--- src/rtl/noc_fault_event_decoder.sv ---
// noc_fault_event_decoder
// Receive-side decoder for NoC fault event packets arriving on the debug
// interconnect. It checks the packet header and rebuilds the per-node 8-bit
// fault vector, stitching continuation packets together. It then publishes a
// coherent snapshot with a one-cycle update strobe.
//
// Ports
//   clk           single clock
//   rst_n         asynchronous active-low reset
//   id            this decoder's DII address
//   in            event flit stream, packed {valid[17], last[16], data[15:0]}
//   in_ready      low in reset, high from the first clk edge after release
//   faults_out    last committed fault snapshot, one byte per node
//   faults_update one-cycle pulse after each commit
//   faults_src    source ID of the committed snapshot
//   err_cnt       saturating count of malformed packets
module noc_fault_event_decoder #(
    parameter int unsigned X              = 3,
    parameter int unsigned Y              = 3,
    parameter int unsigned MAX_DI_PKT_LEN = 12,
    localparam int unsigned NODES         = X * Y
) (
    input  logic                  clk,
    input  logic                  rst_n,
    input  logic [15:0]           id,
    input  logic [17:0]           in,
    output logic                  in_ready,
    output logic [NODES-1:0][7:0] faults_out,
    output logic                  faults_update,
    output logic [15:0]           faults_src,
    output logic [15:0]           err_cnt
);

    localparam int unsigned IW              = $clog2(NODES) + 1;
    localparam int unsigned MAX_PAYLOAD_LEN = MAX_DI_PKT_LEN - 4;
    localparam int unsigned CW              = $clog2(MAX_PAYLOAD_LEN + 1);

    // Snapshot storage is sized for at most 18 nodes.
    if (NODES > 18) begin : g_size_check
        $fatal(1, "noc_fault_event_decoder: X*Y must not exceed 18");
    end

    typedef enum logic [2:0] {
        S_DEST,
        S_SRC,
        S_FLAGS,
        S_ID,
        S_XFER,
        S_DROP
    } state_t;

    state_t                state, state_nxt;
    logic [15:0]           pkt_src, pkt_src_nxt;
    logic [15:0]           snap_src, snap_src_nxt;
    logic [IW-1:0]         idx, idx_nxt;
    logic [IW-1:0]         expected, expected_nxt;
    logic [CW-1:0]         payload_cnt, payload_cnt_nxt;
    logic [NODES-1:0][7:0] shadow, shadow_nxt;
    logic [NODES-1:0][7:0] faults_out_nxt;
    logic [15:0]           faults_src_nxt;
    logic                  faults_update_nxt;
    logic [15:0]           err_cnt_nxt;

    logic                  in_valid, in_last;
    logic [15:0]           in_data;
    logic [13:0]           d_idx;
    logic                  accept;
    logic                  err_inc;
    logic [IW-1:0]         idx_hi, idx_sum;
    logic [CW-1:0]         cnt_sum;

    assign in_valid = in[17];
    assign in_last  = in[16];
    assign in_data  = in[15:0];
    assign d_idx    = in[15:2];
    assign accept   = in_valid & in_ready;
    assign idx_hi   = idx + IW'(1);
    assign idx_sum  = idx + IW'(2);
    assign cnt_sum  = payload_cnt + CW'(1);

    // Packet parser, reassembly and commit decision.
    always_comb begin
        state_nxt         = state;
        pkt_src_nxt       = pkt_src;
        snap_src_nxt      = snap_src;
        idx_nxt           = idx;
        expected_nxt      = expected;
        payload_cnt_nxt   = payload_cnt;
        shadow_nxt        = shadow;
        faults_out_nxt    = faults_out;
        faults_src_nxt    = faults_src;
        faults_update_nxt = 1'b0;
        err_inc           = 1'b0;

        if (accept) begin
            // A header cut short by 'last' is a runt regardless of its content.
            if (in_last && (state == S_DEST || state == S_SRC ||
                            state == S_FLAGS || state == S_ID)) begin
                err_inc   = 1'b1;
                state_nxt = S_DEST;
            end else begin
                case (state)
                    S_DEST: state_nxt = (in_data == id) ? S_SRC : S_DROP;
                    S_SRC: begin
                        pkt_src_nxt = in_data;
                        state_nxt   = S_FLAGS;
                    end
                    S_FLAGS: begin
                        if (in_data[15:14] != 2'b10 || in_data[13:10] != 4'b0000) begin
                            err_inc   = 1'b1;
                            state_nxt = S_DROP;
                        end else begin
                            state_nxt = S_ID;
                        end
                    end
                    S_ID: begin
                        payload_cnt_nxt = '0;
                        if (in_data[1:0] != 2'b00) begin
                            state_nxt = S_DROP;
                        end else if (d_idx == 14'd0) begin
                            // Start of a new snapshot: any partial shadow is discarded.
                            shadow_nxt   = '0;
                            expected_nxt = '0;
                            snap_src_nxt = pkt_src;
                            idx_nxt      = '0;
                            state_nxt    = S_XFER;
                        end else if (d_idx != 14'(expected) || d_idx[0] ||
                                     d_idx >= 14'(NODES) || pkt_src != snap_src) begin
                            err_inc      = 1'b1;
                            expected_nxt = '0;
                            state_nxt    = S_DROP;
                        end else begin
                            idx_nxt   = IW'(d_idx);
                            state_nxt = S_XFER;
                        end
                    end
                    S_XFER: begin
                        // Low byte to node idx, high byte to idx+1 if that node exists.
                        for (int unsigned n = 0; n < NODES; n++) begin
                            if (IW'(n) == idx) begin
                                shadow_nxt[n] = in_data[7:0];
                            end else if (IW'(n) == idx_hi) begin
                                shadow_nxt[n] = in_data[15:8];
                            end
                        end
                        idx_nxt         = idx_sum;
                        payload_cnt_nxt = cnt_sum;
                        if (idx_sum >= IW'(NODES)) begin
                            expected_nxt = '0;
                            if (in_last) begin
                                faults_out_nxt    = shadow_nxt;
                                faults_src_nxt    = snap_src;
                                faults_update_nxt = 1'b1;
                                state_nxt         = S_DEST;
                            end else begin
                                err_inc   = 1'b1;
                                state_nxt = S_DROP;
                            end
                        end else if (in_last) begin
                            expected_nxt = idx_sum;
                            state_nxt    = S_DEST;
                        end else if (cnt_sum >= CW'(MAX_PAYLOAD_LEN)) begin
                            err_inc      = 1'b1;
                            expected_nxt = '0;
                            state_nxt    = S_DROP;
                        end
                    end
                    S_DROP: begin
                        if (in_last) begin
                            state_nxt = S_DEST;
                        end
                    end
                    default: state_nxt = S_DEST;
                endcase
            end
        end

        err_cnt_nxt = (err_inc && err_cnt != 16'hFFFF) ? err_cnt + 16'd1 : err_cnt;
    end

    // State and output registers.
    always_ff @(posedge clk or negedge rst_n) begin
        if (!rst_n) begin
            state         <= S_DEST;
            pkt_src       <= '0;
            snap_src      <= '0;
            idx           <= '0;
            expected      <= '0;
            payload_cnt   <= '0;
            shadow        <= '0;
            faults_out    <= '0;
            faults_src    <= '0;
            faults_update <= 1'b0;
            err_cnt       <= '0;
            in_ready      <= 1'b0;
        end else begin
            state         <= state_nxt;
            pkt_src       <= pkt_src_nxt;
            snap_src      <= snap_src_nxt;
            idx           <= idx_nxt;
            expected      <= expected_nxt;
            payload_cnt   <= payload_cnt_nxt;
            shadow        <= shadow_nxt;
            faults_out    <= faults_out_nxt;
            faults_src    <= faults_src_nxt;
            faults_update <= faults_update_nxt;
            err_cnt       <= err_cnt_nxt;
            in_ready      <= 1'b1;
        end
    end

endmodule
--- config.mk ---
export PLATFORM = sky130hd
export DESIGN_NAME = noc_fault_event_decoder
export DESIGN_NICKNAME = d
export VERILOG_FILES = /design/src/rtl/noc_fault_event_decoder.sv
export SDC_FILE = /design/constraint.sdc
export NUM_CORES = 1
export LEC_CHECK = 0
export ABC_AREA = 1
export BUFFER_PORTS_ARGS = -buffer_cell sky130_fd_sc_hd__clkbuf_2
export CORE_AREA = 5 5 115 171
export CTS_CLUSTER_SIZE = 25
export DETAILED_ROUTE_END_ITERATION = 6
export DIE_AREA = 0 0 120 176
export PLACE_DENSITY = 0.84
export SYNTH_ARGS = -nofsm -noshare
export SYNTH_HDL_FRONTEND = slang
export SYNTH_SLANG_ARGS = --single-unit
--- constraint.sdc ---
create_clock -name clk -period 4.03 [get_ports clk]
set_input_delay 0.6045 -clock clk [delete_from_list [all_inputs] [get_ports clk]]
set_output_delay 0.6045 -clock clk [all_outputs]
set_load 0.1 [all_outputs]
==> summary.txt <==
Timing
  • Setup TNS: 0 ns
  • Final period utilization: 69.8%
  • Maximum clock rate: 356 MHz
  • Clock Skew: 0.0124 ns
  • RSZ-0062 raised after global routing: false
  • Slew @ Worst Pin: 1.07 ns
  • Slew HR: 28.5%
  • Final setup fails: 0
  • Pins over their slew limit: 0
  • Worst Slack Setup Final: 1.22 ns
  • Final hold violations: 0
  • Tmin final: 2.81 ns

Worst setup path
  • Worst Path Arrival: 3.15 ns
  • Crit-path slowest cell: nor2_1
  • Critical Path RT: 4.36 ns
  • CP max stage delay: 0.81 ns
  • CP max FO: 15
  • CP Launch Type: flip-flop
  • WP buf/inv: 0
  • Critical Path, Cell by Cell: ha_1 > nand3_1 > nand2_1 > nand2_1 > nor2_1 > o21ai_0 > o21ai_0 > o22ai_1
  • Worst Setup End Kind: flip-flop
  • Crit path kind: reg2reg
  • Kind of cell adding the most delay to the critical path: simple AND/OR/NAND/NOR gates

Final layout
  • Area Overhead vs Synth: 12.8%
  • Filler cell count: 1420
  • Proportion of layout cells with a drive suffix above 1: 14.2%
  • Layout net count: 1491

Clock network
  • CTS buffer count: 21
  • TritonCTS Sinks: 227
  • Maximum root-to-sink buffer count: 3
  • Worst skew pair latency: 0.50 ns
  • CTS tree: done
  • H-tree Lvls: 1
  • Clock transition at path regs: 0.06 ns
  • Setup Buffers After CTS: 0
  • CTS root buffer: clkbuf_16
  • Hold Buf Count CTS: 0
  • CTS-repair resized insts: 0

GRT
  • Largest net degree at the start of global routing: 106
  • Vias in the first global route: 9899
  • Initial antenna violation count: 1
  • Total grt overflow: 0
  • Total GRT Usage: 29.9%
  • First-pass GRT wire length: 51.1 mm

Die
  • Row Count: 60
  • Chip width: 120 um
  • Full die area: 21100 um2
  • Vert. Die Dim: 176 um
  • Top-Level Pins: 142
  • Core area: 17900 um2
  • Initial Util: 61.6%

Detailed routing
  • Vias per cell: 5.99
  • Post-DR wirelength/cell: 18.4 um
  • # DRC: 0
  • Antenna viol nets, final: 0
  • 1st-iter DRT viols: 1176
  • Via count: 10.1k
  • Drt first pass iters: 6
  • Routed WL: 31.0 mm

Logic synthesis
  • Synth Cell Area: 11100 um2
  • Syn_nets: 1382
  • Synthesized instance count: 1342
  • Largest family of logic cells by synthesized area: simple AND/OR/NAND/NOR gates
  • Xor and xnor area share after synthesis: 3.72%
  • Post-synth top area cell: dfrtp_1
  • Post-synthesis mux area share: 1.12%
  • Adder-cell share of the synthesized area: 0.453%
  • Synth unique cells: 35
  • Number of synthesized flops with an enable pin: 0
  • Synth Area in Compound Gates: 15.7%
  • Ys Warns: 0
  • Register bit total from synthesis: 227
  • Synth Area in Simple Gates: 21.4%
  • Most numerous cell in the Yosys netlist: nand2_1
  • Top cells by count, synth: nand2_1 (433), dfrtp_1 (227), o21ai_0 (152)
  • Main synth FF type: dfrtp_1
  • Share of the synthesized area in the top cell type: 51.4%
  • Synthesized area per cell: 8.24 um2
  • Post-synth ARST share: 100%
  • Synth top area cells: dfrtp_1 (51%), nand2_1 (15%), o21ai_0 (6.9%), o211ai_1 (4.3%), nand3_1 (3.0%)
  • Sequential share of the synthesized area: 51.4%

Run
  • Max Cap Violations: 0

Placement
  • Port bufs: 141
  • Post-DP HPWL: 21.5 mm
  • Place WS: 1.30 ns
  • Routability cong.: 0.990

Power
  • Power Dens Cells: 811 nW/um2
  • Leakage: 6.15 nW
  • Worst vdd ir: 0.000598 V

Hold path
  • Hold Crit Class: in2async

Outcome
  • Status: completed
-- layout by cell type (no fill, tap or decap), types with 2 or more instances in the layout --
master / Yosys / final
clkbuf_2: 0 / 140
nor3_1: 17 / 17
nand3_1: 66 / 66
inv_1: 84 / 84
clkbuf_8: 0 / 2
nor4_1: 2 / 2
xnor2_1: 33 / 33
a31oi_1: 2 / 2
o211ai_1: 63 / 63
ha_1: 4 / 4
clkinv_1: 7 / 7
nand4_1: 8 / 8
mux2_2: 11 / 11
clkbuf_16: 0 / 21
nor2_8: 2 / 2
o21ai_0: 152 / 152
inv_2: 7 / 6
buf_4: 1 / 10
o22ai_1: 15 / 15
clkinv_2: 0 / 4
o21ai_1: 64 / 64
nand2_1: 433 / 433
a21oi_1: 10 / 10
nor2_1: 42 / 42
clkbuf_1: 42 / 9
or2_2: 2 / 2
xor2_1: 14 / 14
dfrtp_1: 227 / 227
buf_12: 0 / 3
-- routing by layer --
layer | up-vias | GRT usage (%) | share of wire (%) | wire length (um)
met1 | 4805 | 37.4 | 37 | 11500
met2 | 508 | 50.9 | 50 | 15400
li1 | 4652 | - | - | -
met4 | 0 | 14.7 | 5.2 | 1630
met3 | 111 | 4.42 | 8.2 | 2550
met5 | - | 0 | 0 | 0
-- path summary, 6_finish.rpt --
| kind | start | end | slack (ns) | cells past startpoint |
|---|---|---|---|---|
| hold reg to reg | faults_src[13] | faults_src[13] | 0.47 | 2 |
| max in group asynchronous | rst_n | faults_out[58] | 2.97 | 2 |
| setup reg to reg | idx[2] | shadow[39] | 1.22 | 8 |
| setup / recovery | idx[2] | shadow[39] | 1.22 | 8 |
| hold / removal | rst_n | faults_out[28] | 0.15 | 1 |
| min in group clk | faults_src[13] | faults_src[13] | 0.47 | 2 |
-- power breakdown --
| group | switching (mW) | internal [mW] |
|---|---|---|
| Sequential | 0.450 | 2.95 |
| Clock | 0.827 | 1.00 |
| Combinational | 3.83 | 1.06 |
| Total | 5.10 | 5.02 |
-- layout make-up --
class                      instances  area (um2)  share of cell area, %
antenna                            1        2.50                 0.0201
clock buffer                      32         587                   4.70
clock inverter                     4        20.0                  0.160
inverter                          98         370                   2.97
multi-input combinational        949        4690                   37.6
sequential                       227        5680                   45.5
tap                              217         272                   2.18
timing repair buffer             154         851                   6.82
-- metrics by stage --
stage	area (um2)	utilization, %	hold WS (ns)	instances	power (mW)
6_report	12500	69.5	0.152	1682	10.1
3_3_place_gp	11900	66.1	0.455	1645	8.13
2_1_floorplan	11100	-	0.309	1342	7.22
3_5_place_dp	11900	66.1	0.458	1645	8.27
5_1_grt	12500	69.5	0.248	1682	10.7
4_1_cts	12500	69.5	0.205	1681	10.1
-- cell families (layout without fill, tap and decap cells) --
family / after synthesis / count (layout)
simple gates: 577 / 577
compound gates: 309 / 309
flops: 227 / 227
buf+inv: 166 / 288
xor+xnor: 47 / 47
mux: 11 / 11
fa+ha+maj: 4 / 4
other cells: 1 / 2
-- registers in the layout, summed over array words and instances, names as in the netlist --
signal         cells
faults_src        16
state              3
payload_cnt        4
idx                5
expected           5
shadow            72
snap_src          16
err_cnt           16
faults_out        72
in_ready           1
faults_update      1
pkt_src           16
-- worst register-to-register path, cell delays in order, from the launching register on --
cell and delay [ns]:
dfrtp_1 0.55, ha_1 0.30, nand3_1 0.08, nand2_1 0.17
nand2_1 0.09, nor2_1 0.81, o21ai_0 0.20, o21ai_0 0.33
o22ai_1 0.12
Note: power is estimated with default switching activity, not from simulation.
